`config.mk`:
```
export PLATFORM = sky130hd
export DESIGN_NAME = mem_arbiter_ctrl
export DESIGN_NICKNAME = d
export VERILOG_FILES = /design/src/rtl/mem_arbiter_ctrl.sv
export SDC_FILE = /design/constraint.sdc
export NUM_CORES = 1
export LEC_CHECK = 0
export CAP_MARGIN = 20
export CORE_AREA = 2 2 105 107
export DETAILED_ROUTE_END_ITERATION = 8
export DIE_AREA = 0 0 107 109
export SLEW_MARGIN = 20
export SYNTH_ARGS = -nofsm -noshare
export SYNTH_HDL_FRONTEND = slang
export SYNTH_SLANG_ARGS = --single-unit
```
`constraint.sdc`:
```
create_clock -name clk -period 2 [get_ports clk]
set_clock_uncertainty 0.15 [all_clocks]
set_input_delay 0.4 -clock clk [delete_from_list [all_inputs] [get_ports clk]]
set_output_delay 0.4 -clock clk [all_outputs]
set_load 0.02 [all_outputs]
```
`src/rtl/mem_arbiter_ctrl.sv`:
```
// mem_arbiter_ctrl
//   Sequences the single shared main-memory port between the I-cache miss
//   path, the D-cache miss path and D-side write-through stores. One
//   requester is granted at a time. Fills stream BLK_WORDS reads and forward
//   the returned words into the granted cache. Stores issue one write.
//   busy tells the hazard unit to stall the pipeline.
//
//   Optional feature: define ARB_ROUND_ROBIN_EN to alternate fill grants
//   between d_miss and i_miss. Stores keep top priority. Without the macro
//   the fixed priority d_write > d_miss > i_miss applies.
//
// Ports
//   clk, rst_n                     clock (rising edge), async active-low reset
//   i_miss / i_miss_addr           I-cache fill request (level) and byte address
//   d_miss / d_miss_addr           D-cache fill request (level) and byte address
//   d_write / _addr / _data        store request (level), address, data
//   mem_en, mem_wr                 memory access strobe, 1 = write
//   mem_addr, mem_wdata            memory byte address, write data
//   mem_rdata, mem_data_valid      in-order read return data and valid
//   fill_data, fill_word_idx       returned word and its index within the block
//   i_fill_we, d_fill_we           cache fill write enables
//   i_fill_done, d_fill_done       pulse with the last fill word
//   d_write_done                   pulse when the store is issued
//   busy                           controller not idle
module mem_arbiter_ctrl #(
   parameter int ADDR_W    = 16,
   parameter int DATA_W    = 16,
   parameter int BLK_WORDS = 8,
   localparam int IDX_W    = $clog2(BLK_WORDS)
) (
   input  logic              clk,
   input  logic              rst_n,
   input  logic              i_miss,
   input  logic [ADDR_W-1:0] i_miss_addr,
   input  logic              d_miss,
   input  logic [ADDR_W-1:0] d_miss_addr,
   input  logic              d_write,
   input  logic [ADDR_W-1:0] d_write_addr,
   input  logic [DATA_W-1:0] d_write_data,
   output logic              mem_en,
   output logic              mem_wr,
   output logic [ADDR_W-1:0] mem_addr,
   output logic [DATA_W-1:0] mem_wdata,
   input  logic [DATA_W-1:0] mem_rdata,
   input  logic              mem_data_valid,
   output logic [DATA_W-1:0] fill_data,
   output logic [IDX_W-1:0]  fill_word_idx,
   output logic              i_fill_we,
   output logic              d_fill_we,
   output logic              i_fill_done,
   output logic              d_fill_done,
   output logic              d_write_done,
   output logic              busy
);

   localparam int LOW_W = IDX_W + 1;

   localparam logic [1:0] S_IDLE   = 2'd0;
   localparam logic [1:0] S_WRITE  = 2'd1;
   localparam logic [1:0] S_FILL_I = 2'd2;
   localparam logic [1:0] S_FILL_D = 2'd3;

   logic [1:0]        r_state;
   logic [ADDR_W-1:0] r_addr;
   logic [DATA_W-1:0] r_wdata;
   logic [IDX_W-1:0]  r_issue_cnt;
   logic [IDX_W-1:0]  r_ret_cnt;
   logic              r_issue_done;
`ifdef ARB_ROUND_ROBIN_EN
   logic              r_last_d;   // last fill grant went to the D side
`endif

   logic w_fill;
   logic w_issue;
   logic w_ret;
   logic w_last_ret;
   logic w_grant_w;
   logic w_grant_d;
   logic w_grant_i;

   assign w_fill     = (r_state == S_FILL_I) || (r_state == S_FILL_D);
   assign w_issue    = w_fill && !r_issue_done;
   // Returns only count inside a fill, so stale data after a reset is dropped.
   assign w_ret      = w_fill && mem_data_valid;
   assign w_last_ret = w_ret && (r_ret_cnt == IDX_W'(BLK_WORDS - 1));

   always_comb begin
      w_grant_w = 1'b0;
      w_grant_d = 1'b0;
      w_grant_i = 1'b0;
      if (r_state == S_IDLE) begin
         if (d_write) begin
            w_grant_w = 1'b1;
         end else if (d_miss && i_miss) begin
`ifdef ARB_ROUND_ROBIN_EN
            w_grant_d = !r_last_d;
            w_grant_i = r_last_d;
`else
            w_grant_d = 1'b1;
`endif
         end else begin
            w_grant_d = d_miss;
            w_grant_i = i_miss;
         end
      end
   end

   always_ff @(posedge clk or negedge rst_n) begin
      if (!rst_n) begin
         r_state      <= S_IDLE;
         r_addr       <= '0;
         r_wdata      <= '0;
         r_issue_cnt  <= '0;
         r_ret_cnt    <= '0;
         r_issue_done <= 1'b0;
`ifdef ARB_ROUND_ROBIN_EN
         r_last_d     <= 1'b0;
`endif
      end else begin
         case (r_state)
            S_IDLE: begin
               r_issue_cnt  <= '0;
               r_ret_cnt    <= '0;
               r_issue_done <= 1'b0;
               // Fills keep the full miss address; its low bits are never
               // used because fill addresses are rebuilt from the counter.
               if (w_grant_w) begin
                  r_state <= S_WRITE;
                  r_addr  <= d_write_addr;
                  r_wdata <= d_write_data;
               end else if (w_grant_d) begin
                  r_state <= S_FILL_D;
                  r_addr  <= d_miss_addr;
`ifdef ARB_ROUND_ROBIN_EN
                  r_last_d <= 1'b1;
`endif
               end else if (w_grant_i) begin
                  r_state <= S_FILL_I;
                  r_addr  <= i_miss_addr;
`ifdef ARB_ROUND_ROBIN_EN
                  r_last_d <= 1'b0;
`endif
               end
            end
            S_WRITE: begin
               r_state <= S_IDLE;
            end
            default: begin
               if (w_issue) begin
                  r_issue_cnt <= r_issue_cnt + IDX_W'(1);
                  if (r_issue_cnt == IDX_W'(BLK_WORDS - 1)) begin
                     r_issue_done <= 1'b1;
                  end
               end
               if (w_ret) begin
                  r_ret_cnt <= r_ret_cnt + IDX_W'(1);
                  if (w_last_ret) begin
                     r_state <= S_IDLE;
                  end
               end
            end
         endcase
      end
   end

   always_comb begin
      mem_en    = 1'b0;
      mem_wr    = 1'b0;
      mem_addr  = '0;
      mem_wdata = '0;
      if (r_state == S_WRITE) begin
         mem_en    = 1'b1;
         mem_wr    = 1'b1;
         mem_addr  = r_addr;
         mem_wdata = r_wdata;
      end else if (w_issue) begin
         mem_en   = 1'b1;
         mem_addr = {r_addr[ADDR_W-1:LOW_W], r_issue_cnt, 1'b0};
      end
   end

   assign fill_data     = mem_rdata;
   assign fill_word_idx = r_ret_cnt;
   assign i_fill_we     = w_ret && (r_state == S_FILL_I);
   assign d_fill_we     = w_ret && (r_state == S_FILL_D);
   assign i_fill_done   = w_last_ret && (r_state == S_FILL_I);
   assign d_fill_done   = w_last_ret && (r_state == S_FILL_D);
   assign d_write_done  = (r_state == S_WRITE);
   assign busy          = (r_state != S_IDLE);

endmodule

```
==> results summary, run 1 <==
Counting along the longest clock path gives a buffer depth of 2. Walking the worst path, the cells encountered are buf_6, a21oi_4, buf_6, and2_1, buf_6. The critical-path cell with the highest stage delay is sky130_fd_sc_hd__dfrtp_2.

A synthesized cell averages 9.578 sq um. Clock-pin slew was measured on the worst setup and hold paths at 0.08 ns. The final cell utilization of the core came out at 37.88%.

The die is 107 um wide. After synthesis, the share of flip-flops with an asynchronous set or reset is 100.0%. The post-synth net total is 357. The later pin in the worst-skew pair is clocked with a latency of 0.29 ns. The highest clock frequency the design can meet came out at 0.4951 GHz. In this run the tightest slew margin relative to its limit is 68.61%. The first-pass detailed-route iteration total is 4. The first-pass GRT wire length came out at 11500 um.

In the post-synthesis netlist, the cell with the most instances is sky130_fd_sc_hd__dfrtp_1. The number of register bits inferred by synthesis is 41. The diode insertion count for antenna repair is 0. The setup TNS after final layout is -0.03701 ns. The number of hold violations in the final report is 0. Timing analysis after detailed placement gives a worst setup slack of -0.3727 ns. The portion of the post-synthesis area used by sequential elements came out at 40.12%.

Setup repair after global routing could not meet its margin everywhere. The data required time at the worst endpoint came out at 1.45 ns. The gate count after technology mapping is 267. The post-route cell area is 4016 sq um.

The kind of launch point of the worst setup path is a register. The total of endpoints with negative setup slack in the final report came out at 4. After detailed routing, the total wire length is 7504 um.

In this run the cell area of the synthesized design comes to 2557 sq um. The critical path in this run is classified as register to output port. The maximum cell stage delay along the critical path came out at 0.46 ns. The root buffer cell chosen for the clock tree is sky130_fd_sc_hd__clkbuf_8. The number of H-tree levels is 2. The post-DP HPWL came out at 5590 um. In the final routed layout, each cell accounts on average for 14.49 um.

Compared with the post-synthesis result, the final layout area differs by 57.04%. The post-detailed-route via-to-cell ratio is 4.521. STA classifies the critical path endpoint as an output port.

TritonCTS built the clock tree. The number of antenna violations at the first check in global routing came out at 0. The final net count is 468. The commonest cells after synthesis are sky130_fd_sc_hd__dfrtp_1, sky130_fd_sc_hd__and2_1, sky130_fd_sc_hd__nand2_1. The Yosys step of the flow raised 0 warnings. The fraction of layout cells with a size suffix above 1 is 30.95%. Once detail routing completed, the nets flagged for antenna violations numbered 0. The layer flagged by global routing as most heavily used is met2. In the post-synthesis netlist, the biggest area contributors are sky130_fd_sc_hd__dfrtp_1, sky130_fd_sc_hd__and2_1, sky130_fd_sc_hd__mux2_1, sky130_fd_sc_hd__a211o_1, sky130_fd_sc_hd__buf_4. The pin count of the biggest net entering global routing came out at 31. The leakage power of the design came out at 0.001781 uW. The sink count of the clock tree came out at 41. The total area of sequential cells is 1027 sq um. The standard-cell row count came out at 38. The total CTS buffers is 5. The number of input and output port buffers inserted is 112. The routability congestion estimate from global placement is 0.8261. The ratio of final minimum period to clock period came out at 101.0%. The portion of synthesized cell area occupied by the leading cell type is 40.12%. For this design the ratio of total power to cell area is 1269 nW/um^2. The run finished, with violations left. The completed layout was analyzed and its total power is 5098 uW. The placeable core area is 10600 sq um. The cell type with the largest total area after synthesis is sky130_fd_sc_hd__dfrtp_1. For met1 alone, demand over resource in global routing was 15.60%. For the worst setup path, the data arrival time is 1.47 ns.

The via count of the first global-routing pass is 2391. The overall via count from detail_route is 2342. The smallest setup slack after layout is -0.01967 ns. The global router's overall resource usage is 12.66%. The final number of max-transition violations came out at 0.

In this design, the critical path's most frequently occurring cell is sky130_fd_sc_hd__buf_6. The post-synthesis cell type count is 30. The number of design rule violations left after detail routing came out at 0. The maximum VDD drop came out at 405.4 uV. The overall die area came out at 11660 sq um. The y dimension of the die came out at 109 um. Pin placement for this block handled 145 I/O pins. The number of design-rule violations left by the first detailed-router iteration came out at 75.

The initial cell density of the core came out at 24.12%. The checks that failed: setup timing. At the pin with the least slew margin, the transition time is 0.4709 ns. The placed standard-cell area came out at 3841 sq um.

The number of flops mapped to enable cells by yosys is 0. The worst hold path belongs to the class register to register. The met2 capacity usage during global routing came out at 21.79%.

The routed design could run at a clock period as short as 2.020 ns. The residual overflow from global routing is 0. The count of fill cells added during filler insertion is 1075. In this run the worst path has a maximum fanout of 7. For this run, the leading register cell type out of synthesis is sky130_fd_sc_hd__dfrtp_1. The count of max-cap constraint violations came out at 0. The met3 track utilization from global routing is 3.288%. The area taken by multi-input logic gates came out at 1330 sq um.
## flip-flops by register name (all words and copies together) (netlist names)
register	flops
r_issue_cnt	3
r_issue_done	1
r_addr	16
fill_word_idx	3
r_state	2
r_wdata	16
## metrics by stage
stage | cells | hold slack [ns]
finish | 518 | 0.3301
floorplan | 267 | -0.04559
CTS | 518 | 0.3369
global placement | 505 | 0.2382
detailed placement | 505 | 0.2361
global route | 518 | 0.3496
## logic make-up after synthesis
kind of cell	Yosys count	synth area share (%)
simple gates	94	18.74
xor+xnor	2	0.6851
compound gates	61	19.03
fa+ha+maj	4	1.957
flops	41	40.12
buf+inv	45	10.67
mux	20	8.806
## final timing paths
| path | depth (start not counted) | slack, ns | endpoint | start |
|---|---|---|---|---|
| min in group asynchronous | 2 | 0.45 | r_wdata[15]$_DFFE_PN0P_ | rst_n |
| hold reg to reg | 1 | 0.33 | r_wdata[14]$_DFFE_PN0P_ | r_wdata[14]$_DFFE_PN0P_ |
| setup reg to reg | 5 | 0.27 | r_wdata[0]$_DFFE_PN0P_ | r_state[1]$_DFFE_PN0P_ |
| setup / recovery | 5 | -0.02 | mem_addr[10] | r_state[1]$_DFFE_PN0P_ |
| hold / removal | 1 | 0.33 | r_wdata[14]$_DFFE_PN0P_ | r_wdata[14]$_DFFE_PN0P_ |
| max in group asynchronous | 3 | 0.76 | r_state[1]$_DFFE_PN0P_ | rst_n |
## per-layer routing
layer	wire length (um)	vias to the layer above	part of all wire, %
li1	-	1130	-
met1	3261	1122	43
met2	3686	82	49
met3	459	8	6.1
met4	96	0	1.3
met5	0	-	0
## what timing repair did
action,4_1_cts,5_1_grt
setup buffers,3,1
setup endpoints to repair,40,40
hold buffers,1,0
pin swaps,1,15
gates resized for setup,167,69
cloned,2,1
endpoints found under the hold margin,18,0
## critical path, delay by kind of cell, from the launching register on
kind                   cells  cell delay, ns
AO/OA/AOI/OAI              1            0.16
AND/OR/NAND/NOR            1            0.15
buffers and inverters      3            0.41
flip-flops                 1            0.46
## cell usage in the layout, fill, tap and decap left out, drive strengths merged
master | Yosys | layout
dfrtp | 41 | 41
nor3 | 15 | 15
and2 | 31 | 31
dlymetal6s2s | 0 | 1
nand2 | 21 | 21
a22o | 8 | 8
a211o | 16 | 16
inv | 2 | 2
a21oi | 17 | 17
xnor2 | 1 | 1
and3b | 1 | 1
clkdlybuf4s50 | 0 | 70
a31oi | 15 | 15
nor2b | 3 | 3
o21ai | 3 | 3
ha | 4 | 4
buf | 24 | 72
nor2 | 19 | 19
nor3b | 1 | 1
and3 | 1 | 1
or3 | 1 | 1
dlygate4sd3 | 0 | 1
xor2 | 1 | 1
a32o | 2 | 2
mux2 | 20 | 20
clkdlybuf4s15 | 0 | 2
nand3 | 1 | 1
clkbuf | 19 | 8
## final cells by class
| type | count | share of cell area, % |
|---|---|---|
| clock buffers | 7 | 2.150 |
| inverters | 2 | 0.1869 |
| multi-input cells | 181 | 33.12 |
| flip-flops and latches | 41 | 25.58 |
| well taps | 140 | 4.361 |
| repair buffers | 147 | 34.61 |
## report_power, final
part	total, uW	internal [uW]	switching, uW	leakage (uW)
logic	3070	1640	1430	0.00126
clock network	552	274	278	0.0000443
registers	1470	1230	240	0.000476
total	5100	3150	1950	0.00178
(Power assumes the default switching activity.)
==> run 2: changes to the inputs <==
CORE_AREA = 2 2 84 86   (was 2 2 105 107)
DIE_AREA = 0 0 86 88   (was 0 0 107 109)
PLACE_DENSITY = 0.81   (was not set)
TNS_END_PERCENT = 100   (was not set)
==> run 2 against run 1 <==
  * The flow still finishes with violations (setup timing)
  * Total power up 0.88%
  * Core utilization is 20 points higher
  * Via count increased by 2.3%
  * Non-clock buffer count is 2 lower
  * Wire length decreased by 3.2%
==> results summary, run 2 (synthesis results as in run 1) <==
The flow ran to the end, but the final reports show violations. The checks that failed: setup timing. The fraction of power consumed by the clock network is 11.6% (+0.8 points). TritonCTS built the clock tree.

The headroom to the max-slew limit came out at 66.08% (-2.5 points). The slack of the worst reg-to-reg path was 0.18 ns (-0.09 ns). The placeable core area was 6644 sq um (-37%). The initial cell density of the core came out at 38.49% (+14 points). The tree is rooted in a sky130_fd_sc_hd__clkbuf_8.

The worst slack on hold paths was 0.3295 ns (-0.0006490 ns). The worst setup path startpoint is r_state[1]$_DFFE_PN0P_. The switching power summed over all nets came to 1964 uW (+0.95%). The clock transition at the registers of the reported paths came out at 0.08 ns (about the same). The logic depth of the worst register-to-register path came out at 6 (+1). The library cell used most frequently in the layout, excluding fill and tap cells, is sky130_fd_sc_hd__clkdlybuf4s50_1. On the critical path the largest part of the delay comes from flip-flops. The arrival time reported for the critical path endpoint is 1.47 ns (about the same).

The number of design rule violations left after detail routing was 0 (unchanged). The total wire length came to 7265 um (-3.2%). The first-pass GRT wire length is 10980 um (-4.4%). The number of design-rule violations left by the first detailed-router iteration came to 61 (-19%). The routability congestion estimate from global placement came out at 0.7476 (-9.5%). Relative to the synthesized area, the layout overhead comes to 51.08%. The overall via count from detail_route is 2397 (+2.3%). The residual overflow from global routing is 0 (unchanged). The overall die area is 7568 sq um (-35%). The number of antenna violations at the first check in global routing is 0 (unchanged). The relative contribution of sequential cells to total power came out at 28.9% (about the same). The fraction of layout cells with a size suffix above 1 is 29.97% (-0.98 points).

The average detailed-routed wire length per instance is 15.90 um (+9.7%). The maximum VDD drop came out at 541.4 uV (+34%). The total of endpoints with negative setup slack in the final report came to 1 (-3). The shortest clock period the worst path allows after layout is 2.016 ns (-0.003560 ns).

The number of hold violations in the final report is 0 (unchanged). The pin count of the biggest net entering global routing is 26 (-16%). The post-route cell area is 3864 sq um (-3.8%).

Setup repair after global routing could not meet its margin everywhere. The critical path buffer and inverter count came to 2 (-1). The startpoint of the most critical register-to-register path is r_state[1]$_DFFE_PN0P_.

The diode insertion count for antenna repair came out at 0 (unchanged). The worst setup path is of the register to output port kind. The worst setup path is captured at an output port. The first-pass detailed-route iteration total came out at 4 (unchanged). The final cell utilization of the core came out at 58.15% (+20 points).

The global router's overall resource usage is 18.63% (+6.0 points). The chip width came out at 86 um (-20%). The kind of path behind the tightest hold check is register to register. The post-detailed-route count of antenna-violating nets is 0 (unchanged).

The leakage power of the design came out at 0.001760 uW (-1.2%). The data required time at the worst endpoint is 1.45 ns (about the same). The critical path depth in cells is 5 (unchanged). The final number of max-transition violations was 0 (unchanged). The via count of the first global-routing pass is 2366 (-1.0%). The y dimension of the die came out at 88 um (-19%). The standard-cell row count is 30 (-21%).

The combinational share of power came to 59.5% (-0.7 points). The total power draw is 5143 uW (+0.88%). The largest registers in the layout are r_addr (16), r_wdata (16). Following the worst setup path forward leads to its endpoint at mem_addr[6]. The post-detailed-route via-to-cell ratio is 5.245 (+16%). The final net count came to 466 (-0.43%). The latest clock arrival within the worst-skew pair is 0.29 ns (about the same).

The sink count of the clock tree is 41 (unchanged). The buffer levels on the longest clock path is 2 (unchanged). The total CTS buffers is 5 (unchanged). The count of max-cap constraint violations is 0 (unchanged). The boundary pin count came out at 145 (unchanged). In the layout the commonest cells are sky130_fd_sc_hd__clkdlybuf4s50_1, sky130_fd_sc_hd__dfrtp_1, sky130_fd_sc_hd__buf_4. The internal power of the cells is 3180 uW (+0.84%).

The kind of launch point of the worst setup path is a register. The highest clock frequency the design can meet came out at 0.4960 GHz (+0.18%). The switching share of power is 38.18% (about the same). The number of input and output port buffers inserted is 112 (unchanged). The number of H-tree levels is 2 (unchanged). The endpoint identified for the worst register-to-register timing path is r_wdata[13]$_DFFE_PN0P_. The maximum fanout count along the critical path was 7 (unchanged).

The critical-path cell with the highest stage delay is sky130_fd_sc_hd__dfrtp_2. The smallest setup slack after layout is -0.01611 ns (+0.003560 ns). The pin slew with the least headroom to its limit is 0.5088 ns (+0.03790 ns). The post-DP HPWL is 5221 um (-6.6%). The maximum cell stage delay along the critical path came out at 0.48 ns (+0.02 ns). The power per unit of standard cell area is 1331 nW/um^2 (+4.9%).

The ratio of final minimum period to clock period is 100.8% (-0.18 points). The placed standard-cell area is 3716 sq um (-3.3%). Walking the worst path, the cells encountered are nor2_4, a21oi_2, buf_6, and2_1, clkbuf_2.
-- run 2: layer usage --
layer  global-route usage, %  wire length, um  vias up
met5                       0                0        -
met4                   6.638              186        0
met3                   3.770              553       19
met2                   35.17             3728      107
met1                   20.67             2797     1143
li1                        -                -     1128
-- run 2: layout make-up --
cell class	instances	area [sq um]
Fill cell	588	2780
Tap cell	80	100.1
Clock inverter	1	5.005
Multi-Input combinational cell	181	1320
Timing Repair Buffer	145	1306
Clock buffer	7	96.34
Sequential cell	41	1028
Inverter	2	7.507
-- run 2: power groups by stage --
stage	combinational, uW	sequential [uW]	clock [uW]
floorplan	1640	1440	0
global placement	2710	1440	0
detailed placement	2800	1470	0
CTS	2670	1460	611
global route	3290	1550	657
finish	3060	1490	595
-- run 2: worst min path at each step --
stage,start,endpoint,slack (ns),depth (start not counted)
after global placement,rst_n,fill_word_idx[2]$_DFFE_PN0P_,0.25,1
after detailed placement,rst_n,fill_word_idx[2]$_DFFE_PN0P_,0.25,1
after floorplan,rst_n,fill_word_idx[0]$_DFFE_PN0P_,-0.05,0
final,r_wdata[11]$_DFFE_PN0P_,r_wdata[11]$_DFFE_PN0P_,0.33,1
after CTS,r_wdata[11]$_DFFE_PN0P_,r_wdata[11]$_DFFE_PN0P_,0.34,1
after global routing,r_wdata[11]$_DFFE_PN0P_,r_wdata[11]$_DFFE_PN0P_,0.36,1
-- run 2: through the flow --
step / setup TNS (ns) / worst slack, ns / instances
after floorplan: 0 / 0.01448 / 267
after global placement: -3.015 / -0.3562 / 440
after detailed placement: -4.129 / -0.3905 / 440
after CTS: -1.949 / -0.1457 / 451
after global routing: -0.3862 / -0.07153 / 457
final: -0.01611 / -0.01611 / 457
-- run 2: repair_timing --
action,4_1_cts,5_1_grt
gates cloned,1,1
pin swaps,0,15
hold endpoints to repair,22,0
setup endpoints to repair,40,39
resized for setup,105,102
setup buffers,1,6
hold buffers,1,0
